### config.mk
export PLATFORM = sky130hd
export DESIGN_NAME = uart_rx
export DESIGN_NICKNAME = d
export VERILOG_FILES = /design/src/rtl/uart_rx.sv
export SDC_FILE = /design/constraint.sdc
export NUM_CORES = 1
export LEC_CHECK = 0
export BUFFER_PORTS_ARGS = -buffer_cell sky130_fd_sc_hd__buf_2
export CORE_MARGIN = 4
export CORE_UTILIZATION = 39
export CTS_BUF_LIST = sky130_fd_sc_hd__clkbuf_8
export DETAILED_ROUTE_END_ITERATION = 8
export PLACE_DENSITY_LB_ADDON = 0.12
export SLEW_MARGIN = 20
export SYNTH_ARGS = -nofsm -noshare
export SYNTH_HDL_FRONTEND = slang
export SYNTH_SLANG_ARGS = --single-unit
export TNS_END_PERCENT = 50
### constraint.sdc
create_clock -name uart_clk -period 2.3 [get_ports uart_clk]
set_input_delay 0.115 -clock uart_clk [delete_from_list [all_inputs] [get_ports uart_clk]]
set_output_delay 0.115 -clock uart_clk [all_outputs]
set_load 0.01 [all_outputs]
### src/rtl/uart_rx.sv
// 8N1 UART receiver: 2-flop synchronized input, mid-bit sampling at OVERSAMPLE x bit rate.
// Define UART_RX_MAJORITY_EN to sample each bit as a 3-cycle majority vote of the line.
module uart_rx #(
    parameter int unsigned OVERSAMPLE = 16,
    parameter int unsigned DATA_BITS  = 8
) (
    input  logic                 uart_clk,
    input  logic                 reset,
    input  logic                 rxd,
    output logic [DATA_BITS-1:0] rx_data,
    output logic                 rx_status,
    output logic                 rx_frame_err,
    output logic                 rx_busy
);

    localparam int unsigned CntW = $clog2(OVERSAMPLE);
    localparam int unsigned IdxW = $clog2(DATA_BITS + 1);
    localparam logic [CntW-1:0] CntHalf = CntW'(OVERSAMPLE / 2 - 1);
    localparam logic [CntW-1:0] CntFull = CntW'(OVERSAMPLE - 1);
    localparam logic [IdxW-1:0] IdxLast = IdxW'(DATA_BITS - 1);

    typedef enum logic [2:0] {StWaitHigh, StIdle, StStart, StData, StStop} state_e;

    state_e                state_q, state_d;
    logic [1:0]            sync_q;
    logic [CntW-1:0]       cnt_q, cnt_d;
    logic [IdxW-1:0]       idx_q, idx_d;
    logic [DATA_BITS-1:0]  shift_q, shift_d;
    logic [DATA_BITS-1:0]  data_q, data_d;
    logic                  status_q, status_d;
    logic                  ferr_q, ferr_d;
    logic                  rxd_s;
    logic                  sample_v;

    assign rxd_s = sync_q[1];

`ifdef UART_RX_MAJORITY_EN
    logic [1:0] hist_q;

    always_ff @(posedge uart_clk or posedge reset) begin
        if (reset) begin
            hist_q <= 2'b11;
        end else begin
            hist_q <= {hist_q[0], rxd_s};
        end
    end

    assign sample_v = (rxd_s & hist_q[0]) | (rxd_s & hist_q[1]) | (hist_q[0] & hist_q[1]);
`else
    assign sample_v = rxd_s;
`endif

    // State register plus datapath flops
    always_ff @(posedge uart_clk or posedge reset) begin
        if (reset) begin
            state_q  <= StWaitHigh;
            sync_q   <= 2'b11;
            cnt_q    <= '0;
            idx_q    <= '0;
            shift_q  <= '0;
            data_q   <= '0;
            status_q <= 1'b0;
            ferr_q   <= 1'b0;
        end else begin
            state_q  <= state_d;
            sync_q   <= {sync_q[0], rxd};
            cnt_q    <= cnt_d;
            idx_q    <= idx_d;
            shift_q  <= shift_d;
            data_q   <= data_d;
            status_q <= status_d;
            ferr_q   <= ferr_d;
        end
    end

    always_comb begin
        state_d  = state_q;
        cnt_d    = cnt_q;
        idx_d    = idx_q;
        shift_d  = shift_q;
        data_d   = data_q;
        status_d = 1'b0;
        ferr_d   = 1'b0;
        unique case (state_q)
            StWaitHigh: begin
                if (rxd_s) state_d = StIdle;
            end
            StIdle: begin
                if (!rxd_s) begin
                    state_d = StStart;
                    cnt_d   = '0;
                end
            end
            StStart: begin
                if (cnt_q == CntHalf) begin
                    cnt_d   = '0;
                    idx_d   = '0;
                    state_d = sample_v ? StIdle : StData;
                end else begin
                    cnt_d = cnt_q + 1'b1;
                end
            end
            StData: begin
                if (cnt_q == CntFull) begin
                    cnt_d   = '0;
                    shift_d = {sample_v, shift_q[DATA_BITS-1:1]};
                    idx_d   = idx_q + 1'b1;
                    if (idx_q == IdxLast) state_d = StStop;
                end else begin
                    cnt_d = cnt_q + 1'b1;
                end
            end
            StStop: begin
                // Leave mid-stop-bit so a back-to-back start edge is not missed
                if (cnt_q == CntFull) begin
                    cnt_d = '0;
                    if (sample_v) begin
                        data_d   = shift_q;
                        status_d = 1'b1;
                        state_d  = StIdle;
                    end else begin
                        ferr_d  = 1'b1;
                        state_d = StWaitHigh;
                    end
                end else begin
                    cnt_d = cnt_q + 1'b1;
                end
            end
            default: state_d = StWaitHigh;
        endcase
    end

    always_comb begin
        rx_busy      = (state_q != StIdle);
        rx_data      = data_q;
        rx_status    = status_q;
        rx_frame_err = ferr_q;
    end

endmodule

# Word level (Yosys, flattened, before mapping)
# Index checks and enable logic that the tools add are counted.
[word_totals]
reg_bits = 31
word_cells = 55
output_inout_bits = 11
in_bits = 3
[op_classes]
n_reduce_logical = 9
muxes = 22
n_eq_ne = 14
n_addsub = 2
[op_table]
columns = ["operator", "n"]
rows = [
  ["$mux 4", 5],
  ["$mux 3", 6],
  ["$pmux 3 s5", 1],
  ["$ne 2x2->1 const B", 6],
  ["$pmux 4 s3", 1],
  ["$add 4x1->4 const B", 2],
  ["$eq 4x3->1 const B", 2],
  ["$pmux 4 s2", 1],
  ["$mux 1", 7],
  ["$eq 3x2->1 const B", 2],
  ["$reduce_and 3->1", 2],
  ["$reduce_and 6->1", 1],
  ["$eq 4x4->1 const B", 1],
  ["$reduce_and 2->1", 2],
  ["$eq 3x1->1 const B", 1],
  ["$eq 3x3->1 const B", 1],
  ["$logic_not 3->1", 1],
  ["$ne 3x1->1 const B", 1],
  ["$reduce_bool 3->1", 1],
  ["$mux 2", 1],
  ["$reduce_bool 2->1", 1],
  ["$reduce_or 2->1", 1],
]

# Depth between registers and ports, before layout
[logic_depth]
depth_word = 4
ltp_mapped = 6
mapped_depth_nobuf = 5

# Worst setup path after synthesis
# OpenSTA, ideal clock, no wires.
[synth_path]
kind = "register to register"
startpoint = "register cnt_q[0]"
endpoint = "register shift_q[3]"
stages_incl_launch_ff = 6
arrival_time_ns = 1.489
required_time_ns = 2.175
period_less_slack_ns = 1.614
slack_ns = 0.686
path_buffers = 1
setup_time_ns = 0.125
path_cell_list = "dfrtp_1 ha_1 nand2_1 nor3_2 buf_4 mux2_2"
[synth_via]
elab_chain_len = 2
[synth_lines]
columns = ["item", "line_no", "source"]
rows = [
  ["start, declared", "26", "logic [CntW-1:0] cnt_q, cnt_d;"],
  ["start signal, assigned", "67", "cnt_q <= cnt_d;"],
  ["$eq 4x4->1", "104", "if (cnt_q == CntFull) begin"],
  ["$reduce_and 2->1 (no source line)", "n/a", ""],
  ["end signal, assigned", "69", "shift_q <= shift_d;"],
  ["end, declared", "28", "logic [DATA_BITS-1:0] shift_q, shift_d;"],
]
# No other way between the ends.
# A chain may end at the register's enable or synchronous reset.

# Final worst setup path
[layout_path]
startpoint = "register cnt_q[0]"
endpoint = "register data_q[6], in the netlist rx_data[6]"
[layout_via]
elab_chain_len = 2
[layout_lines]
columns = ["item", "line_no", "source"]
rows = [
  ["$eq 4x4->1", "115", "if (cnt_q == CntFull) begin"],
  ["$reduce_and 3->1 (no source line)", "n/a", ""],
  ["end signal, assigned", "70", "data_q <= data_d;"],
  ["end, declared", "29", "logic [DATA_BITS-1:0] data_q, data_d;"],
]
# No other way between the ends.

==> impl_metrics.py <==
metrics = {
    "pwr": {
        "static-leakage-power_nw": 0.801,
        "switching_power_mw": 0.526,
        "internal_power_mw": 1.14,
        "vdd.ir_drop.worst_mv": 0.597,
        "power.combinational.fraction_pct": 25.1,
        "powerDensity_mw_per_mm2": 994,
        "clock_power_share_pct": 27.2,
        "share_seq_of_total_power_pct": 47.7,
        "sw_share_pct": 31.6,
    },
    "worst_setup_path": {
        "critPathArrivalTime_ns": 2.01,
        "crit_path_cell_trace": "ha_1 -> and2_1 -> nand3_1 -> nor2_4 -> mux2_2",
        "timing.critical_path.from_type": "flop",
        "critical-path-top-delay-family": "simple AND/OR/NAND/NOR gates",
        "critical_path.endpoint_type": "flop",
        "critPathKind": "reg2reg",
        "cp.buffers_inverters": 0,
        "slowest_stage": "dfrtp_1",
        "worst_path_largest_cell_delay_ns": 0.42,
        "crit_required_ns": 2.46,
        "crit_path_max_fanout": 9,
    },
    "logic_synthesis": {
        "post-synth-top-area-cell": "dfrtp_1",
        "ys_dominant_reg_cell": "dfrtp_1",
        "top_cell_type_s_share_of_synthesized_area_pct": 50.3,
        "synth_area_per_cell_sq_um": 12.2,
        "synthesis.yosys.warnings": 0,
        "seq_area_frac_synth_pct": 53.9,
        "synth_seq_cells": 31,
        "syn-instance-count": 118,
        "synth_enable_flop_cells": 0,
        "synthDistinctLibCells": 40,
        "post_syn_nets": 123,
        "synth.top_cells.by_area": "dfrtp_1, mux2_2, dfstp_2",
        "async_flop_share_pct": 100,
        "post_synth_instance_area_sq_mm": 0.00144,
    },
    "floorplanning": {
        "dieArea_sq_mm": 0.00474,
        "core_region_area_sq_mm": 0.00344,
        "rows": 21,
        "ioPinCount": 14,
        "initial_utilization_pct": 41.9,
        "dieWidth_um": 68.8,
        "die_h_um": 68.8,
    },
    "cells_and_area": {
        "n_antenna_cell": 0,
        "area_taken_by_multi_input_logic_gates_sq_um": 622,
        "area_growth_syn_to_layout_pct": 16.0,
        "numnets_final": 143,
        "fraction_of_layout_instances_using_a_drive_strength_above_1_pct": 37.4,
        "seqCellArea_sq_um": 778,
        "final.fill_count": 319,
    },
    "cts": {
        "clock_latency_ns": 0.28,
        "cts_tree": "yes",
        "cts_root_buf": "clkbuf_8",
        "numClockSinks": 31,
        "clockBufferDepth": 2,
        "cts.repair.resized": 0,
        "clock_slew_at_reported_path_ffs_ns": 0.06,
        "tritoncts.num_buffers": 5,
        "htreeDepth": 2,
    },
    "timing": {
        "final-setup-viol-count": 0,
        "hold_violations": 0,
        "max_slew.worst_pin.slew_ns": 0.612,
        "clock.fmax_ghz": 0.541,
        "final_max_slew_viol_count": 0,
        "finalCriticalPeriod_ns": 1.85,
        "rsz0062_at_grt": "false",
        "holdWs_ns": 0.357,
        "final.setup_skew_ns": 0.00614,
        "finalSetupTns_ns": 0,
        "fin_crit_sh_pct": 80.4,
        "timing.max_slew.rel_slack_pct": 59.1,
    },
    "detailed_routing": {
        "route.layer.met1.wl_um": 1190,
        "postRouteWirelength_um": 2590,
        "highest_layer": "met4",
        "detailroute.via_count": 961,
        "route.detailed.vias_per_inst": 5.19,
        "dr_wl_met2_um": 1210,
        "drt_iter0_drc": 63,
        "drt_first_pass_iters": 4,
        "average_wire_per_cell_in_the_routed_design_um": 14.0,
        "wl_met3_um": 132,
        "final_antenna_net_count": 0,
        "post-route-drc-count": 0,
    },
    "status": {
        "status": "completed",
    },
    "grt": {
        "gr-total-overflow": 0,
        "groute.usage.overall_pct": 13.7,
        "maximum_number_of_pins_on_one_net_before_global_route_repair": 18,
        "antenna_violations_before_repair": 0,
        "grt_first_pass_wirelength_um": 4640,
        "number_of_global_route_vias_before_repair": 1048,
    },
    "placed_design": {
        "gpl.final_weighted_congestion": 0.811,
        "count_of_input_and_output_buffers": 13,
        "detailed_place_hpwl_um": 1910,
    },
    "min_path": {
        "hold_class": "reg2reg",
    },
    "job": {
        "cap_viol_max_count": 0,
    },
}
[worst paths after layout]
check	from	endpoint	slack, ns	cells after the start
min in group asynchronous	reset	rx_frame_err	0.44	3
setup reg to reg	cnt_q[0]	rx_data[6]	0.45	5
setup / recovery	cnt_q[0]	rx_data[6]	0.45	5
max in group asynchronous	reset	sync_q[0]	1.14	4
hold reg to reg	sync_q[0]	sync_q[1]	0.36	0
hold / removal	sync_q[0]	sync_q[1]	0.36	0
[timing repair]
item | 4_1_cts | 5_1_grt
endpoints found under the setup margin | 0 | 0
hold endpoints to repair | 14 | 0
buffers inserted | 0 | 0
hold buffers | 2 | 0
[kinds of logic after synthesis]
| kind of cell | synth area share [%] |
|---|---|
| and+or+nand+nor | 14.1 |
| DFF | 53.9 |
| AOI/OAI and AO/OA | 12.1 |
| muxes | 13.3 |
| buffers and inverters | 2.95 |
| xor gates and xnor gates | 1.82 |
| adders and majority gates | 1.73 |
[registers in the layout, indices dropped and copies added (netlist names)]
signal	cells
rx_data	8
shift_q	8
cnt_q	4
idx_q	4
state_q	3
sync_q	2
rx_frame_err	1
rx_status	1
[synthesized netlist by cell type (2+ instances only)]
cell type	count
buf_4	2
mux2_2	17
inv_1	2
nor2b_1	2
a21oi_1	4
dfrtp_1	29
nor2_1	3
a22o_1	2
ha_1	2
xor2_1	2
dfstp_2	2
nand2_1	8
nand3_1	7
o21ai_0	6
nor3_1	3
nand2b_1	2
o21ai_2	2
[cell type report]
type                    count  share of cell area (%)
inverters                   2                   0.449
clock inverters             1                   0.224
repair buffers             18                    6.43
multi-input cells          80                    37.2
clock buffers               7                    5.76
flip-flops and latches     31                    46.5
well taps                  46                    3.44
[stage by stage]
| step | instances | total power, mW | utilization [%] | cell area [sq um] | setup slack (ns) |
|---|---|---|---|---|---|
| finish | 185 | 1.66 | 48.6 | 1670 | 0.452 |
| global route | 185 | 1.79 | 48.6 | 1670 | 0.286 |
| CTS | 185 | 1.68 | 48.6 | 1670 | 0.442 |
| detailed placement | 175 | 1.22 | 45.1 | 1550 | 0.461 |
| global placement | 175 | 1.21 | 45.1 | 1550 | 0.522 |
| floorplan | 118 | 1.14 | - | 1440 | 0.686 |
[cells in the final DEF (no fill, tap or decap), types with 2 or more instances in the layout]
cell,synthesis,final
dfrtp_1,29,29
mux2_2,17,17
buf_2,1,13
nand2_1,8,8
nand3_1,7,7
clkbuf_8,0,7
o21ai_0,6,6
a21oi_1,4,4
nor2_1,3,3
nor3_1,3,3
inv_1,2,3
buf_4,2,3
nand2b_1,2,2
nor2b_1,2,2
xor2_1,2,2
a22o_1,2,2
o21ai_2,2,2
ha_1,2,2
dlygate4sd3_1,0,2
dfstp_2,2,2
[power groups by stage]
stage	Clock (mW)	Combinational [mW]	Sequential [mW]
finish	0.453	0.417	0.793
global route	0.497	0.478	0.814
global placement	0	0.410	0.798
CTS	0.467	0.423	0.792
floorplan	0	0.406	0.730
detailed placement	0	0.415	0.801
[routing by layer]
layer	vias up	GRT usage, %
met5	-	0
met1	471	16.5
met3	7	4.86
li1	464	-
met2	19	21.5
met4	0	7.06
Note: power is estimated with default switching activity, not from simulation.
